`src/rtl/inst_fetch.sv`:
```
// inst_fetch: single-outstanding instruction fetch unit with
// IF/ID output register, redirect flush and response drop.
module inst_fetch (
  input  logic        clk,
  input  logic        rst,
  input  logic [31:0] pc_i,
  output logic        pc_en_o,
  input  logic        flush_i,
  input  logic        stall_i,
  output logic        imem_req_o,
  output logic [31:0] imem_addr_o,
  input  logic        imem_gnt_i,
  input  logic        imem_rvalid_i,
  input  logic [31:0] imem_rdata_i,
  output logic        if_valid_o,
  output logic [31:0] if_pc_o,
  output logic [31:0] if_inst_o,
  output logic        if_exc_o
);

  typedef enum logic [1:0] {
    S_REQ,
    S_WAIT,
    S_DROP
  } state_t;

  state_t      state_q;
  state_t      state_d;
  logic [31:0] req_pc_q;

  logic slot_free;
  logic aligned;
  logic issue;
  logic grant;
  logic misal;
  logic load_rsp;

  always_comb begin
    slot_free   = !if_valid_o || !stall_i;
    aligned     = (pc_i[1:0] == 2'b00);
    issue       = !rst && (state_q == S_REQ)
                  && slot_free && !flush_i;
    imem_req_o  = issue && aligned;
    imem_addr_o = pc_i;
    grant       = imem_req_o && imem_gnt_i;
    // misaligned PC retires as an exception without touching memory
    misal       = issue && !aligned;
    pc_en_o     = grant || misal;
    load_rsp    = (state_q == S_WAIT)
                  && imem_rvalid_i && !flush_i;

    state_d = state_q;
    unique case (state_q)
      S_REQ: begin
        if (grant)
          state_d = flush_i ? S_DROP : S_WAIT;
      end
      S_WAIT: begin
        if (imem_rvalid_i)
          state_d = S_REQ;
        else if (flush_i)
          state_d = S_DROP;
      end
      S_DROP: begin
        if (imem_rvalid_i)
          state_d = S_REQ;
      end
      default: state_d = S_REQ;
    endcase
  end

  always_ff @(posedge clk) begin
    if (rst) begin
      state_q  <= S_REQ;
      req_pc_q <= '0;
    end else begin
      state_q <= state_d;
      if (grant)
        req_pc_q <= pc_i;
    end
  end

  always_ff @(posedge clk) begin
    if (rst) begin
      if_valid_o <= 1'b0;
      if_exc_o   <= 1'b0;
      if_pc_o    <= '0;
      if_inst_o  <= '0;
    end else if (flush_i) begin
      if_valid_o <= 1'b0;
      if_exc_o   <= 1'b0;
    end else if (load_rsp) begin
      if_valid_o <= 1'b1;
      if_exc_o   <= 1'b0;
      if_pc_o    <= req_pc_q;
      if_inst_o  <= imem_rdata_i;
    end else if (misal) begin
      if_valid_o <= 1'b1;
      if_exc_o   <= 1'b1;
      if_pc_o    <= pc_i;
      if_inst_o  <= '0;
    end else if (if_valid_o && !stall_i) begin
      if_valid_o <= 1'b0;
      if_exc_o   <= 1'b0;
    end
  end

endmodule

```
`config.mk`:
```
export PLATFORM = sky130hd
export DESIGN_NAME = inst_fetch
export DESIGN_NICKNAME = d
export VERILOG_FILES = /design/src/rtl/inst_fetch.sv
export SDC_FILE = /design/constraint.sdc
export NUM_CORES = 1
export LEC_CHECK = 0
export ABC_AREA = 1
export BUFFER_PORTS_ARGS = -buffer_cell sky130_fd_sc_hd__buf_2
export CAP_MARGIN = 20
export CORE_MARGIN = 1
export CORE_UTILIZATION = 34
export CTS_CLUSTER_SIZE = 8
export DETAILED_ROUTE_END_ITERATION = 6
export GPL_ROUTABILITY_DRIVEN = 0
export HOLD_SLACK_MARGIN = 0.1
export PLACE_DENSITY_LB_ADDON = 0.05
export SYNTH_ARGS = -nofsm -noshare
export SYNTH_HDL_FRONTEND = slang
export SYNTH_SLANG_ARGS = --single-unit
```
`constraint.sdc`:
```
create_clock -name clk -period 1.94 [get_ports clk]
set_input_delay 0.194 -clock clk [delete_from_list [all_inputs] [get_ports clk]]
set_output_delay 0.194 -clock clk [all_outputs]
set_load 0.01 [all_outputs]
```
==> run_summary.xml <==
<?xml version="1.0" encoding="UTF-8"?>
<metrics>
  <group name="worst_setup_path">
    <metric name="logic_depth_of_the_worst_register_to_register_path" unit="">7</metric>
    <metric name="critical_path.n_buffers_inverters" unit="">2</metric>
    <metric name="crit_path_cell_trace" unit="">nor2_2, nand2_1, nor2_1, nand3_2, buf_12, nand2_1, buf_2</metric>
    <metric name="critPathMostFrequentCell" unit="">nand2_1</metric>
    <metric name="cp.required" unit="ns">1.75</metric>
    <metric name="start_kind" unit="">register</metric>
    <metric name="cpLargestDelayFamily" unit="">simple AND/OR/NAND/NOR gates</metric>
    <metric name="critical_path_cell_count" unit="">7</metric>
    <metric name="critical_path_peak_fanout" unit="">63</metric>
    <metric name="critPathMaxStageDelay" unit="ns">0.33</metric>
    <metric name="critical-path-slowest-cell" unit="">dfxtp_1</metric>
    <metric name="crit_path_category" unit="">register to primary output</metric>
    <metric name="worstSetupEndpointType" unit="">primary output</metric>
    <metric name="arrival_time_of_data_at_the_critical_path_endpoint" unit="ns">1.56</metric>
  </group>
  <group name="final_layout">
    <metric name="antenna_cells" unit="">0</metric>
    <metric name="finalNonFillerCells" unit="">851</metric>
    <metric name="final_layout_size_suffix_gt1_share" unit="%">27.7</metric>
    <metric name="flow.area_growth_from_synthesis" unit="%">28.3</metric>
    <metric name="final_net_count" unit="">773</metric>
  </group>
  <group name="sta">
    <metric name="clock_skew" unit="ns">0.00428</metric>
    <metric name="max_freq" unit="MHz">569</metric>
    <metric name="total_neg_setup_slack" unit="ns">0</metric>
    <metric name="fraction_of_the_cycle_the_final_worst_path_needs" unit="%">90.7</metric>
    <metric name="timing.max_slew.rel_slack" unit="%">30.3</metric>
    <metric name="drv_slew" unit="">0</metric>
    <metric name="final_period_minus_worst_setup_slack" unit="ns">1.76</metric>
    <metric name="rsz_0062_raised_after_global_routing" unit="">false</metric>
    <metric name="final-hold-violation-count" unit="">0</metric>
    <metric name="setup_viol" unit="">0</metric>
    <metric name="max_slew.worst_pin.slew" unit="ns">1.05</metric>
  </group>
  <group name="drt">
    <metric name="drcViolationCount" unit="">0</metric>
    <metric name="ant_nets" unit="">0</metric>
    <metric name="drtPass1Iterations" unit="">4</metric>
    <metric name="viasPerCell" unit="">4.59</metric>
    <metric name="route.final.wire_length" unit="mm">10.4</metric>
    <metric name="dr_total_vias" unit="">3908</metric>
    <metric name="wl_per_cell" unit="um">12.2</metric>
    <metric name="drtIter0Drc" unit="">214</metric>
  </group>
  <group name="clock_tree">
    <metric name="cts_tree" unit="">built</metric>
    <metric name="cts_made_buffers" unit="">9</metric>
    <metric name="worst_setup_hold_path_clk_slew" unit="ns">0.06</metric>
    <metric name="insertion_delay" unit="ns">0.34</metric>
    <metric name="cts.root.buffer_cell" unit="">clkbuf_16</metric>
    <metric name="htree_num_levels" unit="">3</metric>
    <metric name="cts_max_path_buffers" unit="">2</metric>
    <metric name="number_of_clock_sinks_seen_by_cts" unit="">100</metric>
  </group>
  <group name="yosys">
    <metric name="proportion_of_synthesized_chip_area_in_sequential_cells" unit="%">47.8</metric>
    <metric name="synthesis.yosys.warnings" unit="">0</metric>
    <metric name="syn_avg_cell_area" unit="um2">7.49</metric>
    <metric name="synth_nets" unit="">629</metric>
    <metric name="mappedNetlistArea" unit="um2">4190</metric>
    <metric name="synth_cells" unit="">559</metric>
    <metric name="synth_register_bits" unit="">100</metric>
    <metric name="yosysUniqueCellTypes" unit="">20</metric>
  </group>
  <group name="power">
    <metric name="power_report.internal_total" unit="mW">3.17</metric>
    <metric name="clkPwrFrac" unit="%">38.1</metric>
    <metric name="power.share.sequential" unit="%">51.3</metric>
    <metric name="power.density" unit="nW/um2">770</metric>
    <metric name="p_sw_share" unit="%">23.3</metric>
    <metric name="switching_power" unit="mW">0.964</metric>
    <metric name="ir_drop" unit="mV">0.367</metric>
    <metric name="leakagePower" unit="nW">2.41</metric>
    <metric name="pwr-share-comb" unit="%">10.7</metric>
  </group>
  <group name="placement">
    <metric name="dp_hpwl" unit="mm">6.23</metric>
    <metric name="port_buffers" unit="">169</metric>
    <metric name="dp.cells" unit="">812</metric>
  </group>
  <group name="run">
    <metric name="drv_cap" unit="">0</metric>
  </group>
  <group name="global_route">
    <metric name="grt_start_max_net_pins" unit="">99</metric>
    <metric name="grt_first_pass_wirelength" unit="mm">16.7</metric>
    <metric name="grt_antenna_before_repair" unit="">0</metric>
    <metric name="via_count_of_the_first_global_routing_pass" unit="">3493</metric>
    <metric name="gr-total-overflow" unit="">0</metric>
    <metric name="globalRouteTotalUtil" unit="%">16.7</metric>
  </group>
  <group name="min_path">
    <metric name="worst_hold_path_type" unit="">input port to register</metric>
    <metric name="timing.hold.worst_path_depth" unit="">3</metric>
  </group>
  <group name="outcome">
    <metric name="result_of_the_run" unit="">completed</metric>
  </group>
  <group name="die">
    <metric name="die_h" unit="um">113</metric>
    <metric name="die-width" unit="um">113</metric>
    <metric name="row_count" unit="">40</metric>
    <metric name="floorplan.io_pins" unit="">170</metric>
    <metric name="die_area" unit="um2">12800</metric>
    <metric name="floorplan.initialDensity" unit="%">34.8</metric>
    <metric name="coreArea" unit="um2">12000</metric>
  </group>
</metrics>
synth_stat cells, drive strengths merged:
master	number	area, um2
nor3	4	20.0
dfxtp	100	2000
o21ai	34	170
nand3	3	20.0
buf	53	373
nand3b	1	11.3
nand2	168	631
inv	43	161
a211oi	30	225
a21oi	66	330
nor2	41	181
clkbuf	16	60.1
per-layer routing:
layer / share of wire [%] / vias up / track usage [%]
met5: 0 / - / 0
met4: 3.0 / 0 / 8.95
met3: 6.0 / 20 / 4.18
met2: 45 / 117 / 26.3
met1: 46 / 1737 / 20.9
li1: - / 2034 / -
layout by cell type, fill, tap and decap left out, types with 9 or more instances in the layout:
master	Yosys	final
a211oi_1	30	30
o21ai_0	29	29
dlygate4sd3_1	0	27
clkbuf_16	0	9
inv_1	40	40
dfxtp_1	100	100
nor2_1	36	36
nand2_1	168	168
a21oi_1	66	66
buf_2	10	168
worst min-delay path, stage by stage:
cell and delay (ns):
buf_2 0.10, nand2_1 0.06, a21oi_1 0.06
stage by stage:
step / hold slack [ns] / area, um2 / setup slack [ns] / power, mW / util [%]
after floorplan: 0.341 / 4190 / 0.631 / 2.42 / -
after global placement: 0.435 / 4850 / 0.272 / 2.57 / 40.4
after detailed placement: 0.443 / 4850 / 0.231 / 2.57 / 40.4
after CTS: 0.103 / 5370 / 0.152 / 4.21 / 44.7
after global routing: 0.108 / 5370 / 0.0378 / 4.36 / 44.7
final: 0.113 / 5370 / 0.181 / 4.14 / 44.7
sequential cells by signal (all words and copies together), names as in the netlist:
name and cells:
req_pc_q 32, if_valid_o 1, state_q 2, if_pc_o 32, if_inst_o 32, if_exc_o 1
final timing paths:
| path | startpoint | endpoint | slack [ns] |
|---|---|---|---|
| setup reg to reg | state_q[1]$_SDFFE_PP0P_ | if_pc_o[12]$_SDFFE_PP0P_ | 0.25 |
| hold / removal | imem_rdata_i[17] | if_inst_o[17]$_SDFFE_PP0P_ | 0.11 |
| hold reg to reg | req_pc_q[0]$_SDFFE_PP0P_ | req_pc_q[0]$_SDFFE_PP0P_ | 0.45 |
| setup / recovery | state_q[0]$_SDFFE_PP0P_ | pc_en_o | 0.18 |
area by class of cell:
type | instances | area [um2]
Fill cell | 1253 | 6640
Sequential cell | 100 | 2000
Multi-Input combinational cell | 347 | 1590
Timing Repair Buffer | 202 | 1190
Clock buffer | 12 | 246
Tap cell | 147 | 184
Inverter | 43 | 161
kinds of logic after synthesis:
family	after synthesis	synth area share, %
AND/OR/NAND/NOR	217	20.6
AO/OA/AOI/OAI	130	17.3
buffers and inverters	112	14.2
flip-flops	100	47.8
power by group through the flow:
stage	Sequential (mW)	Combinational, mW	Clock, mW
after floorplan	2.18	0.243	0
after global placement	2.17	0.402	0
after detailed placement	2.17	0.403	0
after CTS	2.12	0.447	1.65
after global routing	2.13	0.490	1.74
final	2.12	0.441	1.57
timing repair:
action,CTS,global route
hold endpoints to repair,27,0
gates resized for setup,0,0
hold buffers,27,0
setup buffers,0,0
No activity file was read; power rests on OpenSTA's default activity.
